<file path="src/rtl/adpcm_nibble_packer.sv">
// adpcm_nibble_packer
// Collects 4-bit ADPCM codes MSB-first into 16-bit words and queues the
// words in a small FIFO. A flush emits a partially filled word with its low
// nibbles zero-filled. The FIFO head is presented on registered outputs.
module adpcm_nibble_packer #(
  parameter int FIFO_DEPTH = 8
) (
  input  logic        clk,
  input  logic        reset,
  input  logic        block_enable,
  input  logic        inValid,
  input  logic [3:0]  encPcm,
  input  logic        flush,
  output logic [15:0] outData,
  output logic        outValid,
  input  logic        outReady,
  output logic [4:0]  fifoCount,
  output logic        overflow
);

  localparam int         PW      = (FIFO_DEPTH > 1) ? $clog2(FIFO_DEPTH) : 1;
  localparam logic [4:0] DEPTH_C = 5'(FIFO_DEPTH);

  // Packing state
  logic [1:0]    r_idx;
  logic [15:0]   r_partial;

  // FIFO state
  logic [15:0]   r_mem [FIFO_DEPTH];
  logic [PW-1:0] r_wr_ptr;
  logic [PW-1:0] r_rd_ptr;
  logic [4:0]    r_count;
  logic          r_overflow;
  logic          r_out_valid;
  logic [15:0]   r_out_data;

  // Next-state and control wires
  logic          w_accept;
  logic [15:0]   w_merged;
  logic [15:0]   w_word;
  logic          w_word_done;
  logic          w_pop;
  logic          w_full;
  logic          w_push;
  logic          w_drop;
  logic [PW-1:0] w_wr_ptr_nxt;
  logic [PW-1:0] w_rd_ptr_nxt;
  logic [4:0]    w_count_nxt;
  logic [15:0]   w_head_nxt;

  // Nibble placement into the partial word at the current index
  always_comb begin
    w_merged = r_partial;
    case (r_idx)
      2'd0:    w_merged = {encPcm, r_partial[11:0]};
      2'd1:    w_merged = {r_partial[15:12], encPcm, r_partial[7:0]};
      2'd2:    w_merged = {r_partial[15:8], encPcm, r_partial[3:0]};
      2'd3:    w_merged = {r_partial[15:4], encPcm};
      default: w_merged = r_partial;
    endcase
  end

  // Word completion, FIFO push/pop decisions and next head word
  always_comb begin
    w_accept    = inValid & block_enable;
    w_word      = w_accept ? w_merged : r_partial;
    // A flush on an empty index with no nibble arriving is a no-op; a nibble
    // that completes the word together with a flush still yields one word.
    w_word_done = (w_accept && (r_idx == 2'd3)) ||
                  (flush && ((r_idx != 2'd0) || w_accept));
    w_pop       = r_out_valid & outReady;
    w_full      = (r_count == DEPTH_C);
    w_push      = w_word_done & (~w_full | w_pop);
    w_drop      = w_word_done & w_full & ~w_pop;

    if (w_push) begin
      w_wr_ptr_nxt = r_wr_ptr + PW'(1);
    end else begin
      w_wr_ptr_nxt = r_wr_ptr;
    end

    if (w_pop) begin
      w_rd_ptr_nxt = r_rd_ptr + PW'(1);
    end else begin
      w_rd_ptr_nxt = r_rd_ptr;
    end

    case ({w_push, w_pop})
      2'b10:   w_count_nxt = r_count + 5'd1;
      2'b01:   w_count_nxt = r_count - 5'd1;
      default: w_count_nxt = r_count;
    endcase

    // The new head may be the word being written on this very edge
    if (w_count_nxt == 5'd0) begin
      w_head_nxt = 16'h0000;
    end else if (w_push && (w_rd_ptr_nxt == r_wr_ptr)) begin
      w_head_nxt = w_word;
    end else begin
      w_head_nxt = r_mem[w_rd_ptr_nxt];
    end
  end

  // FIFO storage write; stale entries are unreachable after reset
  always_ff @(posedge clk) begin
    if (w_push && !reset) begin
      r_mem[r_wr_ptr] <= w_word;
    end
  end

  // Packing index, FIFO bookkeeping and registered outputs
  always_ff @(posedge clk) begin
    if (reset) begin
      r_idx       <= 2'd0;
      r_partial   <= 16'h0000;
      r_wr_ptr    <= '0;
      r_rd_ptr    <= '0;
      r_count     <= 5'd0;
      r_overflow  <= 1'b0;
      r_out_valid <= 1'b0;
      r_out_data  <= 16'h0000;
    end else begin
      if (w_word_done) begin
        r_idx     <= 2'd0;
        r_partial <= 16'h0000;
      end else if (w_accept) begin
        r_idx     <= r_idx + 2'd1;
        r_partial <= w_merged;
      end
      if (w_drop) begin
        r_overflow <= 1'b1;
      end
      r_wr_ptr    <= w_wr_ptr_nxt;
      r_rd_ptr    <= w_rd_ptr_nxt;
      r_count     <= w_count_nxt;
      r_out_valid <= (w_count_nxt != 5'd0);
      r_out_data  <= w_head_nxt;
    end
  end

  assign outData   = r_out_data;
  assign outValid  = r_out_valid;
  assign fifoCount = r_count;
  assign overflow  = r_overflow;

endmodule

</file>
<file path="config.mk">
export PLATFORM = sky130hd
export DESIGN_NAME = adpcm_nibble_packer
export DESIGN_NICKNAME = d
export VERILOG_FILES = /design/src/rtl/adpcm_nibble_packer.sv
export SDC_FILE = /design/constraint.sdc
export NUM_CORES = 1
export LEC_CHECK = 0
export CORE_MARGIN = 5
export CORE_UTILIZATION = 40
export CTS_CLUSTER_DIAMETER = 100
export DETAILED_ROUTE_END_ITERATION = 10
export PLACE_DENSITY = 0.63
export SETUP_SLACK_MARGIN = 0.02
export SLEW_MARGIN = 20
export SYNTH_ARGS = -nofsm -noshare
export SYNTH_HDL_FRONTEND = slang
export SYNTH_SLANG_ARGS = --single-unit
</file>
<file path="constraint.sdc">
create_clock -name clk -period 7.1 [get_ports clk]
set_input_delay 0.71 -clock clk [delete_from_list [all_inputs] [get_ports clk]]
set_output_delay 0.71 -clock clk [all_outputs]
set_load 0.05 [all_outputs]
</file>
# Word level (Yosys, flattened, before mapping)
# Memories as Yosys holds them, arrays and structs flattened. A register that Yosys moved wholly into a read port is not among the register bits.
# Index checks and enable logic that the tools add are counted.
# Widths: inputs -> output; s select.
# word_totals
elab_cells	45
reg_bits	31
mem_bits_rw	128
out_inout_bits	23
memories	1
inputBits	10
# memory_table
name	words	width	read_ports	rd_clocked_by_memory_dff	write_ports	line_no	rtl
r_mem	8	16	1	1	1	29	logic [15:0] r_mem [FIFO_DEPTH];
# op_classes
mux	6
n_bitwise	8
n_eq_ne	6
add_sub_neg	5
n_reduce_logical	12
# op_table
cell	n
$pmux 16 s4	1
$mux 16	1
$pmux 5 s2	1
$add 3x1->3 const B	2
$eq 2x2->1 const B	3
$add 5x1->5 const B	1
$and 1x1->1	5
$eq 5x4->1 const B	1
$logic_not 5->1	1
$reduce_bool 5->1	1
$sub 5x1->5 const B	1
$eq 2x1->1 const B	2
$reduce_or 2->1	2
$logic_and 1x1->1	3
$mux 3	1
$add 2x1->2 const B	1
$logic_not 2->1	1
$logic_or 1x1->1	2
$mux 1	2
$not 1->1	2
$reduce_bool 2->1	1
$logic_not 1->1	1
$or 1x1->1	1

# Depth between registers and ports, before layout
# logic_depth
depth_word	9
ltp_mapped	14
mapped_depth_nobuf	12

# Worst setup path before layout
# OpenSTA, ideal clock, no wires.
# synth_path
path_kind	register -> register
start	register r_count[0] (netlist: fifoCount[0])
end	memory r_mem[0][0] (enable)
setup_slack_ps	4016
path_buffers	1
arrival_ps	2675
stages_incl_launch_ff	6
period_less_slack_ps	3084
setup_ps	409
required_ps	6691
path_cell_list	dfxtp_1 clkbuf_2 nor3_4 a211oi_2 nand2b_1 nor3_1
# synth_via
elab_chain_cells	7
# synth_lines
element	line_no	rtl
from (decl)	32	logic [4:0] r_count;
from (signal assigned)	135	r_count <= w_count_nxt;
$eq 5x4->1	72	w_full = (r_count == DEPTH_C);
$not 1->1	73	w_push = w_word_done & (~w_full | w_pop);
$or 1x1->1	73	
$and 1x1->1	73	
$logic_and 1x1->1	106	if (w_push && !reset) begin
$mux 1	106	
$mux 1 (implied by the code)	107	r_mem[r_wr_ptr] <= w_word;
to (decl)	29	
# No other way between the ends.

# Worst setup path in the final report
# layout_path
start	input outReady
end	register r_out_data[7] (netlist: outData[7]) (read register of r_mem)
# layout_via
elab_chain_cells	7
elab_cells_between_ends	9
classes_between	2 x eq/ne; 2 x mux; 3 x bitwise; 2 x reduce/logical
# layout_lines
element	line_no	rtl
from (decl)	16	input logic outReady,
$and 1x1->1 *	71	w_pop = r_out_valid & outReady;
$or 1x1->1	73	
$and 1x1->1	73	
$eq 2x1->1 or $eq 2x2->1 (tied branches)	88	case ({w_push, w_pop})
$pmux 5 s2	88	
$logic_not 5->1	95	if (w_count_nxt == 5'd0) begin
$reduce_or 2->1 (no source line)	-	
to (decl)	35	logic [15:0] r_out_data;
# Every way passes the cells marked *; elsewhere a longest branch is shown, timed or not.
# A chain may end at the register's enable or synchronous reset.

==> run metrics <==
critical path endpoint=outData[7]; ys async rst share=0; layout overhead on the synthesized area=15.2%; clk slew on worst S/H paths=about 0.070 ns; Worst setup EP type=register; Reg-to-Reg End=outData[7]; synthesized area=around 0.0074 sq mm; GRT busiest layer=met2; Initial Util=0.410; Root Buffer=clkbuf_16; Fillers=1585; Crit. Startpoint=outReady; Total Routed Length=16600 microns; top-area cell type share of the netlist area=0.516; Yosys cell types=54; M3 GR Usage=0.0381; Critical Path RT=7.38 ns; IO Port Bufs=32; hold_buf cts=0; r2r startpoint=r_idx[1]; Hold Crit Class=reg2reg; WL/cell=21.0 microns; area of the multi-input gates=0.00246 sq mm; Crit Path Max Fanout=17; CTS Buffer Depth=2; final net count=between 500 and 600; crit start category=primary input; post-CTS sizing=0; Die Wd=approximately 150 microns; cell count after synthesis=about 530; I/O Pins=33; post-synth top area cell=edfxtp_1; most common cell in the netlist=edfxtp_1; global placer's final weighted congestion=roughly 0.75; Critical Path AT=slightly above 4 ns; layout cells sized above 1=0.120; vias in the first global route=about 4500; Core Area=around 0.018 sq mm; post-route ant nets=0; Worst Skew=approximately 0.0056 ns; Slew @ Worst Pin=about 1.1 ns; Sum Neg Setup Slack=0 ns; post-CTS setup buffer count=0; Final Util=0.472; Worst VDD drop=190 uV; CTS tree=built; TritonRoute pass-1 iters=5; Vert. Die Dim=146 microns; status=completed; CTS buffer count=17; Die ar.=0.0214 sq mm; met2 GRT Util=0.259; max cap viols=0; Remaining Overflow, GRT=0; Final Hold Viols=0; R2R depth=11; initial antenna violation count=0; 1st-iter DRT viols=between 300 and 400; register area=around 0.0048 sq mm; Power Density=327 mW/mm^2; synth cell count leaders=edfxtp_1 (128), and3_1 (50), a211oi_1 (48), dfxtp_1 (47), mux2i_1 (37); number of antenna diodes=0; leak pwr=3.04 nW; synth top area cells=edfxtp_1 (52%), dfxtp_1 (13%), mux2i_1 (5.0%); number of enable flip-flop cells after synthesis=between 100 and 150; clock sink total=175; Crit Path Category=in2reg; crit share post-route=0.537; met1 Track Usage GR=0.197; drt drc=0; H-tree depth=4; Clk Latency, worst-skew pair=0.43 ns; Post-Syn Nets=around 550; hpwl dp=just under 10000 microns; vias per cell=5.62; # setup viols final=0; Fmax=roughly 260 MHz; vias=4460; Syn. warnings=0; worst reg-to-reg setup slack=roughly 3.6 ns; post-synthesis sequential area ratio=0.643; gr usage total=0.156; Slew headroom=0.296; Tmin final=3.81 ns; first-pass GRT wire length=about 25000 microns; Placement Rows=between 40 and 50; Final Max Tran Viols=0; register bit total from synthesis=175; syn avg cell area=approximately 14 sq um; RSZ-0062 raised after global routing=false; top_reg_cell synth=edfxtp_1; largest net degree at the start of global routing=between 60 and 70
power breakdown:
group	leakage, nW	switching [mW]	internal (mW)
registers	1.58	0.0357	1.13
clock network	0.300	0.387	0.600
logic	1.16	0.422	0.223
total	3.04	0.845	1.96
layout by cell type, fill, tap and decap left out, drive strengths merged, types with 2 or more instances in the layout:
cell           synthesis  routed
ha                    10      10
xnor2                  4       4
nor2                  22      22
edfxtp               128     128
bufinv                 0       4
nand2b                 4       4
a21oi                 11      11
and3                  50      50
a31oi                  2       2
or4                    2       2
clkbuf                16      19
clkdlybuf4s50          0      32
a2111oi               17      17
o21ai                  4       4
a22o                  16      16
clkinv                 0       4
and2                   4       4
dfxtp                 47      47
clkinvlp               0       3
nand2                 14      14
a211oi                49      49
nor3                  20      20
buf                   18       9
inv                    4       6
xor2                   8       8
mux2i                 37      37
a32oi                  2       2
o211ai                 2       2
nand3                  5       5
nor2b                 17      17
state kept, by name, summed over array words and instances, names as in the netlist:
signal / flops
r_idx: 2
r_mem: 128
outValid: 1
fifoCount: 5
overflow: 1
r_rd_ptr: 3
outData: 16
r_wr_ptr: 3
r_partial: 16
through the flow:
step | std cells | setup WS, ns | hold slack, ns | cell area (sq um) | total power [mW]
6_report | 794 | 3.29 | 0.479 | 8570 | 2.80
5_1_grt | 794 | 3.04 | 0.518 | 8570 | 2.91
4_1_cts | 793 | 3.26 | 0.492 | 8560 | 2.82
3_5_place_dp | 761 | 2.79 | 0.472 | 7930 | 1.84
3_3_place_gp | 761 | 3.10 | 0.464 | 7930 | 1.83
2_1_floorplan | 526 | 4.02 | 0.469 | 7440 | 1.70
cell families after synthesis:
logic type | after synthesis | synth area share
buf+inv | 38 | 0.0301
simple gates | 141 | 0.109
compound gates | 112 | 0.132
flops | 175 | 0.643
mux | 37 | 0.0497
xor+xnor | 12 | 0.0166
fa+ha+maj | 11 | 0.0195
layout make-up:
cell class,instances,share of cell area
inverter,4,0.00175
sequential,175,0.558
clock buffer,19,0.0517
clock inverter,13,0.0219
tap,229,0.0334
multi-input combinational,313,0.288
timing repair buffer,41,0.0457
worst min path at each step:
stage	from	slack (ns)	end	cells after the start
after detailed placement	overflow	0.47	overflow	2
after global routing	overflow	0.52	overflow	2
after global placement	overflow	0.46	overflow	2
final	overflow	0.48	overflow	2
after CTS	overflow	0.49	overflow	2
after floorplan	r_idx[1]	0.47	r_idx[1]	2
worst max-delay path, cell delays in order:
cell and delay, ns:
clkdlybuf4s50_1 0.69, and2_4 0.26, nand3_1 0.15, inv_1 0.24, ha_1 0.32, a21oi_1 0.26, nand2_1 0.16, xnor2_1 0.20
mux2i_1 0.22, o2111a_1 0.76, nor3_1 0.12
layer usage:
layer | vias up | wire length, microns
met5 | - | 0
met4 | 0 | 382
met3 | 30 | 707
met2 | 95 | 8260
met1 | 2225 | 7290
li1 | 2110 | -
(Power assumes the default switching activity.)
